$ cat src/rtl/dbg_trace_monitor.sv
// rtl/dbg_trace_monitor.sv - debug channel change monitor with timestamped trace FIFO
module dbg_trace_monitor #(
  parameter int NUM_CH = 5,
  parameter int DATA_W = 32,
  parameter int DEPTH  = 16,
  parameter int TS_W   = 16,
  localparam int CH_W  = (NUM_CH > 1) ? $clog2(NUM_CH) : 1,
  localparam int CNT_W = $clog2(DEPTH) + 1
) (
  input  logic                     clk_in,
  input  logic                     rst_n_in,
  input  logic [NUM_CH*DATA_W-1:0] ch_data_in,
  input  logic [NUM_CH-1:0]        ch_en_in,
  input  logic                     arm_in,
  input  logic                     stop_in,
  input  logic                     mode_in,
  output logic                     rd_valid_out,
  input  logic                     rd_ready_in,
  output logic [CH_W-1:0]          rd_ch_out,
  output logic [DATA_W-1:0]        rd_data_out,
  output logic [TS_W-1:0]          rd_ts_out,
  output logic [CNT_W-1:0]         count_out,
  output logic                     overflow_out,
  output logic [1:0]               state_out
);

  localparam int PTR_W = $clog2(DEPTH);
  localparam logic [CNT_W-1:0] FULL_CNT = CNT_W'(DEPTH);

  typedef enum logic [1:0] {
    S_IDLE    = 2'b00,
    S_CAPTURE = 2'b01,
    S_DONE    = 2'b10
  } state_t;

  state_t state, state_nxt;

  logic [DATA_W-1:0] shadow   [NUM_CH];
  logic [CH_W-1:0]   mem_ch   [DEPTH];
  logic [DATA_W-1:0] mem_data [DEPTH];
  logic [TS_W-1:0]   mem_ts   [DEPTH];
  logic [PTR_W-1:0]  wr_ptr, rd_ptr;
  logic [CNT_W-1:0]  count;
  logic [TS_W-1:0]   ts;
  logic              mode;
  logic              overflow;

  logic [NUM_CH-1:0] chg;
  logic              any_chg;
  logic [CH_W-1:0]   sel;
  logic [DATA_W-1:0] sel_data;
  logic              arm_go, push_req, full, pop, oneshot_block, do_write, overwrite;

  // Per-channel change flags against the shadow copy; only enabled channels count
  always_comb begin
    chg = '0;
    for (int i = 0; i < NUM_CH; i++) begin
      chg[i] = ch_en_in[i] && (ch_data_in[i*DATA_W +: DATA_W] != shadow[i]);
    end
  end

  // Priority pick of the lowest-numbered changed channel; others wait for later cycles
  always_comb begin
    any_chg  = 1'b0;
    sel      = '0;
    sel_data = '0;
    for (int i = NUM_CH - 1; i >= 0; i--) begin
      if (chg[i]) begin
        any_chg  = 1'b1;
        sel      = CH_W'(i);
        sel_data = ch_data_in[i*DATA_W +: DATA_W];
      end
    end
  end

  // stop_in wins over arm_in, and a stop edge ends capture without logging
  assign arm_go        = arm_in && !stop_in && (state != S_CAPTURE);
  assign push_req      = (state == S_CAPTURE) && !stop_in && any_chg;
  assign full          = (count == FULL_CNT);
  assign pop           = (count != '0) && rd_ready_in;
  assign oneshot_block = push_req && full && mode;
  assign do_write      = push_req && !oneshot_block;
  assign overwrite     = do_write && full && !pop;

  // State register
  always_ff @(posedge clk_in or negedge rst_n_in) begin
    if (!rst_n_in) state <= S_IDLE;
    else           state <= state_nxt;
  end

  // Next-state: arm starts capture, stop returns to idle, full one-shot freezes in DONE
  always_comb begin
    state_nxt = state;
    case (state)
      S_IDLE, S_DONE: if (arm_go) state_nxt = S_CAPTURE;
      S_CAPTURE: begin
        if (stop_in)            state_nxt = S_IDLE;
        else if (oneshot_block) state_nxt = S_DONE;
      end
      default: state_nxt = S_IDLE;
    endcase
  end

  // Datapath: arm snapshot, timestamp, shadow update, FIFO write/pop/overwrite
  always_ff @(posedge clk_in or negedge rst_n_in) begin
    if (!rst_n_in) begin
      for (int i = 0; i < NUM_CH; i++) shadow[i] <= '0;
      for (int d = 0; d < DEPTH; d++) begin
        mem_ch[d]   <= '0;
        mem_data[d] <= '0;
        mem_ts[d]   <= '0;
      end
      wr_ptr   <= '0;
      rd_ptr   <= '0;
      count    <= '0;
      ts       <= '0;
      mode     <= 1'b0;
      overflow <= 1'b0;
    end else if (arm_go) begin
      for (int i = 0; i < NUM_CH; i++) shadow[i] <= ch_data_in[i*DATA_W +: DATA_W];
      wr_ptr   <= '0;
      rd_ptr   <= '0;
      count    <= '0;
      ts       <= '0;
      mode     <= mode_in;
      overflow <= 1'b0;
    end else begin
      if (state == S_CAPTURE && ts != '1) ts <= ts + 1'b1;
      if (do_write) begin
        mem_ch[wr_ptr]   <= sel;
        mem_data[wr_ptr] <= sel_data;
        mem_ts[wr_ptr]   <= ts;
        wr_ptr           <= wr_ptr + 1'b1;
        shadow[sel]      <= sel_data;
      end
      if (pop || overwrite) rd_ptr <= rd_ptr + 1'b1;
      if (overwrite) overflow <= 1'b1;
      if (do_write && !pop && !full) count <= count + 1'b1;
      else if (!do_write && pop)     count <= count - 1'b1;
    end
  end

  assign rd_valid_out = (count != '0);
  assign rd_ch_out    = mem_ch[rd_ptr];
  assign rd_data_out  = mem_data[rd_ptr];
  assign rd_ts_out    = mem_ts[rd_ptr];
  assign count_out    = count;
  assign overflow_out = overflow;
  assign state_out    = state;

endmodule
$ cat config.mk
export PLATFORM = sky130hd
export DESIGN_NAME = dbg_trace_monitor
export DESIGN_NICKNAME = d
export VERILOG_FILES = /design/src/rtl/dbg_trace_monitor.sv
export SDC_FILE = /design/constraint.sdc
export NUM_CORES = 2
export LEC_CHECK = 0
export CORE_ASPECT_RATIO = 1.2
export CORE_MARGIN = 4
export CORE_UTILIZATION = 40
export DETAILED_ROUTE_END_ITERATION = 6
export DONT_BUFFER_PORTS = 1
export GPL_TIMING_DRIVEN = 0
export HOLD_SLACK_MARGIN = 0.06
export SETUP_SLACK_MARGIN = 0.5
export SKIP_CTS_REPAIR_TIMING = 1
export SLEW_MARGIN = 5
export SYNTH_ARGS = -nofsm -noshare
export SYNTH_HDL_FRONTEND = slang
export SYNTH_SLANG_ARGS = --single-unit
$ cat constraint.sdc
create_clock -name clk_in -period 3.36 [get_ports clk_in]
set_clock_uncertainty 0.1 [all_clocks]
set_input_delay 0.504 -clock clk_in [delete_from_list [all_inputs] [get_ports clk_in]]
set_output_delay 0.504 -clock clk_in [all_outputs]
set_load 0.005 [all_outputs]
### After elaboration in Yosys (flattened, before gate mapping)

Cells that the tools add are included.

| storage, ports and cells | value |
|---|---|
| flip-flop bits (word level) | 1,009 |
| bits of input ports | 171 |
| output and inout bits | 60 |
| word-level logic and storage cells | 176 |

| operators by class | value |
|---|---|
| add/subtract/negate cells | 5 |
| magnitude comparators | 5 |
| eq/ne operators | 12 |
| muxes and demuxes | 53 |
| bitwise operators | 4 |
| reductions and logical operators | 37 |

Operator list:

| kind | number |
|---|---|
| bitwise mux 512 bit | 1 |
| 2-to-1 mux 160 bit | 2 |
| 2-to-1 mux 32 bit | 9 |
| bitwise mux 256 bit | 1 |
| bitwise mux 160 bit | 1 |
| inequality test 32 bit | 5 |
| binary-select mux 32 bit (select 4 bit) | 1 |
| demux 32 bit (select 4 bit) | 1 |
| demux 32 bit (select 3 bit) | 1 |
| 2-to-1 mux 16 bit | 5 |
| binary-select mux 16 bit (select 4 bit) | 1 |
| demux 16 bit (select 4 bit) | 1 |
| bitwise mux 48 bit | 1 |
| 2-to-1 mux 3 bit | 8 |
| logical AND 1 bit | 21 |
| adder 16 x 1 -> 16 bit (second input constant) | 1 |
| 2-to-1 mux 4 bit | 4 |
| inequality test 16 bit (second input constant) | 1 |
| 2-to-1 mux 5 bit | 3 |
| binary-select mux 3 bit (select 4 bit) | 1 |
| demux 3 bit (select 4 bit) | 1 |
| >= comparator 5 bit (second input constant) | 2 |
| NOT 4 -> 5 bit | 2 |
| adder 4 x 1 -> 4 bit (second input constant) | 2 |
| other kinds (24) | 40 |

### Longest topological paths before layout

| logic depth | value |
|---|---|
| word-level depth | 17 |
| depth in mapped cells | 15 |
| mapped depth without buffers | 13 |

### Worst setup path after synthesis

Ideal clock, no wire load.

| timing path | value |
|---|---|
| path kind | input -> register |
| start | input port ch_data_in[89] |
| end | register count[4], in the netlist count_out[4] |
| setup time | 79 ps |
| data arrival time | 3,491 ps |
| required time | 3,181 ps |
| path slack | -310 ps |
| cell stages on the path | 14 |
| buffers on the path | 2 |
| cell sequence | xor2_1 -> nor4_1 -> nand4_1 -> o21a_1 -> buf_2 -> and4bb_2 -> buf_4 -> a211oi_1 -> inv_1 -> fa_1 -> a21o_1 -> a21oi_1 -> mux2i_1 -> mux2i_1 |

| between the ends | value |
|---|---|
| cells in the longest elaborated chain, start to end | 14 |
| elaborated cells on any way between the ends | 17 |
| those cells by class | 1 x eq/ne; 5 x mux; 11 x reduce/logical |

Ends and longest elaborated chain:

| what | line | RTL |
|---|---|---|
| start: declaration | 12 | `input logic [NUM_CH*DATA_W-1:0] ch_data_in,` |
| inequality test 32 bit (*) | 58 | `chg[i] = ch_en_in[i] && (ch_data_in[i*DATA_W +: DATA_W] != shadow[i]);` |
| logical AND 1 bit (*) | 58 |  |
| 2-to-1 mux 1 bit (*) (3 in series) | 68 | `if (chg[i]) begin` |
| logical AND 1 bit (*) | 78 | `assign push_req = (state == S_CAPTURE) && !stop_in && any_chg;` |
| logical AND 1 bit (2 in series) | 81 | `assign oneshot_block = push_req && full && mode;` |
| zero test 1 bit | 82 | `assign do_write = push_req && !oneshot_block;` |
| logical AND 1 bit (*) | 82 |  |
| logical AND 1 bit (2 in series) | 138 | `if (do_write && !pop && !full) count <= count + 1'b1;` |
| 2-to-1 mux 5 bit | 138 |  |
| 2-to-1 mux 5 bit | 119 | `end else if (arm_go) begin` |
| end signal: assignment | 138 |  |
| end signal: assignment | 139 | `else if (!do_write && pop) count <= count - 1'b1;` |
| end: declaration | 43 | `logic [CNT_W-1:0] count;` |

Mark *: on every way between the ends. The rest lies on a longest branch, timed or not.
A chain may end at the register's enable or synchronous reset.

### Worst setup path after layout

| timing path | value |
|---|---|
| start | register shadow[37] (netlist bit) |
| end | register count[4], in the netlist count_out[4] |

| between the ends | value |
|---|---|
| cells in the longest elaborated chain, start to end | 15 |
| elaborated cells on any way between the ends | 18 |
| those cells by class | 1 x eq/ne; 6 x mux; 11 x reduce/logical |

Ends and longest elaborated chain:

| what | line | RTL |
|---|---|---|
| start: declaration | 38 | `logic [DATA_W-1:0] shadow [NUM_CH];` |
| start signal: indexed assignment | 134 | `shadow[sel] <= sel_data;` |
| inequality test 32 bit (*) | 58 |  |
| logical AND 1 bit (*) | 58 |  |
| 2-to-1 mux 1 bit (*) (4 in series) | 68 |  |
| logical AND 1 bit (*) | 78 |  |
| logical AND 1 bit (2 in series) | 81 |  |
| zero test 1 bit | 82 |  |
| logical AND 1 bit (*) | 82 |  |
| logical AND 1 bit (2 in series) | 138 |  |
| 2-to-1 mux 5 bit | 138 |  |
| 2-to-1 mux 5 bit | 119 |  |

Marks and branches as above.

==> metrics.txt <==
failing checks=design-rule violations, negative setup slack; status=finished with violations; commonest non-fill, non-tap cell in the layout=dfrtp_1; fill count=10400; RSZ-0062 raised after global routing=true; die area=approximately 0.13 mm2; crit-path max FO=6; area delta synth->final=26.3%; combinational group share of total power=35.5%; CP Class=reg -> reg; Min Clock Period, post-route=between 3000 and 4000 ps; Worst path max stage delay=440 ps; core area=0.118 mm2; 1st-iter DRT viols=roughly 3200; maximum root-to-sink buffer count=3; gr usage total=26.2%; ANT nets after route=0; Internal Power=around 28 mW; Die Width=323 um; critical path endpoint category=flip-flop; Seq/Total Area, Yosys=between 50% and 60%; crit path DAT=~4200 ps; Reg power frac=35.7%; pin count of the biggest net entering global routing=1010; crit-path cells=xnor2_4 -> nand4_1 -> nor4_2 -> a21boi_2 -> and4bb_4 -> buf_12 -> a211oi_4 -> inv_2 -> ha_4 -> a21o_1 -> a21oi_2 -> mux2i_1 -> mux2i_1; Num CTS Buffers=roughly 100; most frequent cells in the layout=dfrtp_1 (1007), nand2_1 (665), o21ai_0 (665); final number of setup-violating endpoints=842; Mapped Avg Cell Area=11.0 um2; I/O Buffers=0; clock share of power=about 29%; data required time at the worst endpoint=3890 ps; dpl cells=5874; Starting Density=40.4%; Async S/R FF share, synth=100%; Routability Congestion=0.938; post-synth cell types=55; most used cell, CP=mux2i_1; Worst Max-Slew Pin Slew=1310 ps; Worst Hold Depth=3; Slew headroom=between 10% and 20%; CTS sink cnt=1009; initial antenna violation count=6; Leak=26.6 nW; critical path's slowest cell=dfrtp_2; Rows=between 100 and 150; Routed Wire Length=179000 um; # IOs=about 230; Layout Cells excl Fill=6366; crit share post-route=109%; htree depth=3; VDD IR max=~0.45 mV; clock tree root driver cell=clkbuf_16; Startpoint Class=flip-flop; switching portion of total power=34.8%; Syn Inst Count=4333; max-slew violation count=0; grt ovf=0; max-cap violation count=0; Max Clk Rate=272 MHz; final hold violations=0; # nets final=4927; share of cells above drive strength 1=29.5%; EDFF count, synth=0; vias in the first global route=36100; Ys Warns=0; post-DR vias/cell=5.90; DPL Wire Length=~120000 um; DR pass1 iterations=7; clock latency on the worst-skew pair=710 ps; Worst Reg-to-Reg Cells=13; worst min-delay path category=in -> reg; Power Density=703 mW/mm2; CTS tree=built; net switching power=about 15 mW; DRC viols=27; Overall Power=42.4 mW; final setup margin=-314 ps; register bit count reported by yosys=1009; Post-synth top flop=dfrtp_1; Worst-path clk slew=roughly 60 ps; first-pass GRT wire length=242000 um; die height=roughly 390 um; syn_nets=4515; routed vias=between 30000 and 40000; drt wl/cell=28.0 um; synthesized area=0.0478 mm2
## cell type report
| cell class | instances | area [um2] | share of cell area [%] |
|---|---|---|---|
| clock inverters | 35 | 508 | 0.842 |
| repair buffers | 308 | 3530 | 5.86 |
| plain buffers | 378 | 2970 | 4.92 |
| flip-flops and latches | 1009 | 25300 | 41.9 |
| clock buffers | 146 | 3000 | 4.98 |
| well taps | 1540 | 1930 | 3.19 |
| diodes | 4 | 10.0 | 0.0166 |
| multi-input cells | 2910 | 23000 | 38.1 |
| inverters | 36 | 139 | 0.230 |
## cell usage after synthesis, drive strengths merged, types with 3 or more instances
master | instances | area share [%]
and3 | 4 | 0.052
mux2 | 322 | 7.6
a221oi | 82 | 1.9
a22oi | 147 | 2.3
o31ai | 3 | 0.047
buf | 181 | 2.3
and2 | 9 | 0.12
o21ai | 819 | 8.6
xor2 | 136 | 2.5
nand3b | 3 | 0.047
a21o | 33 | 0.52
nand3 | 46 | 0.48
xnor2 | 35 | 0.64
nor2b | 3 | 0.039
a211o | 16 | 0.34
or2 | 31 | 0.41
ha | 10 | 0.26
nand2b | 7 | 0.092
nand2 | 706 | 5.5
nor4 | 35 | 0.46
dfrtp | 1009 | 53
o21a | 4 | 0.063
mux2i | 163 | 3.4
nor2 | 17 | 0.13
clkbuf | 197 | 1.5
or3 | 5 | 0.065
nor3 | 9 | 0.12
o211ai | 35 | 0.55
o22a | 31 | 0.64
nand4 | 19 | 0.25
inv | 36 | 0.28
mux4 | 102 | 4.8
a21oi | 62 | 0.65
## flip-flops by register name, summed over array words and instances, names as in the netlist
signal,flops
ts,16
shadow,160
overflow_out,1
mem_data,512
wr_ptr,4
mode,1
mem_ts,256
count_out,5
state_out,2
mem_ch,48
rd_ptr,4
## final timing paths
path                       slack, ps      startpoint            to
max                             -310      shadow[37]  count_out[4]
min                               70  ch_data_in[15]  mem_data[47]
max reg2reg                     -310      shadow[37]  count_out[4]
min reg2reg                      380     mem_data[5]   mem_data[5]
max in group asynchronous        730        rst_n_in    shadow[76]
min in group asynchronous        280        rst_n_in   mem_ts[160]
## cell families after synthesis
logic type	after synthesis	synth area share [%]
AO/OA/AOI/OAI	1242	15.8
XOR/XNOR	171	3.13
adder cells (fa/ha/maj)	11	0.304
buffers and inverters	414	4.15
flip-flops	1009	52.9
multiplexers	587	15.8
AND/OR/NAND/NOR	899	7.91
## power groups by stage
stage / clock, mW / sequential [mW] / combinational, mW
finish: 12.2 / 15.2 / 15.1
global route: 12.8 / 15.3 / 15.8
CTS: 12.3 / 15.0 / 10.6
detailed placement: 0 / 15.2 / 10.6
global placement: 0 / 15.2 / 10.5
floorplan: 0 / 14.9 / 6.69
## worst max-delay path: cells and delay by family, from the launching register on
kind / cells / cell delay (ps)
AND/OR/NAND/NOR: 3 / 1140
AO/OA/AOI/OAI: 4 / 610
flip-flops: 1 / 440
multiplexers: 2 / 440
XOR/XNOR: 1 / 310
buffers and inverters: 2 / 300
adder cells (fa/ha/maj): 1 / 220
## per-layer routing
metal	share of wire, %	GRT usage (%)	vias up
met5	0	0	-
met4	6.3	13.5	0
met3	7.4	6.55	464
met2	49	43.9	1553
met1	38	31.2	19200
li1	-	-	16300
## stage by stage
stage	util, %	setup slack [ps]	TNS (ps)	instance area, um2	hold slack [ps]
after detailed placement	42.1	-1760	-1442650	49700	224
final	51.0	-314	-82580	60300	70.0
after CTS	45.0	-2200	-1402290	53300	-523
after global placement	42.1	-1700	-1382460	49700	223
after global routing	51.0	-392	-129150	60300	75.0
after floorplan	-	143	0	47800	108
Power figures use the tool's default switching activity.
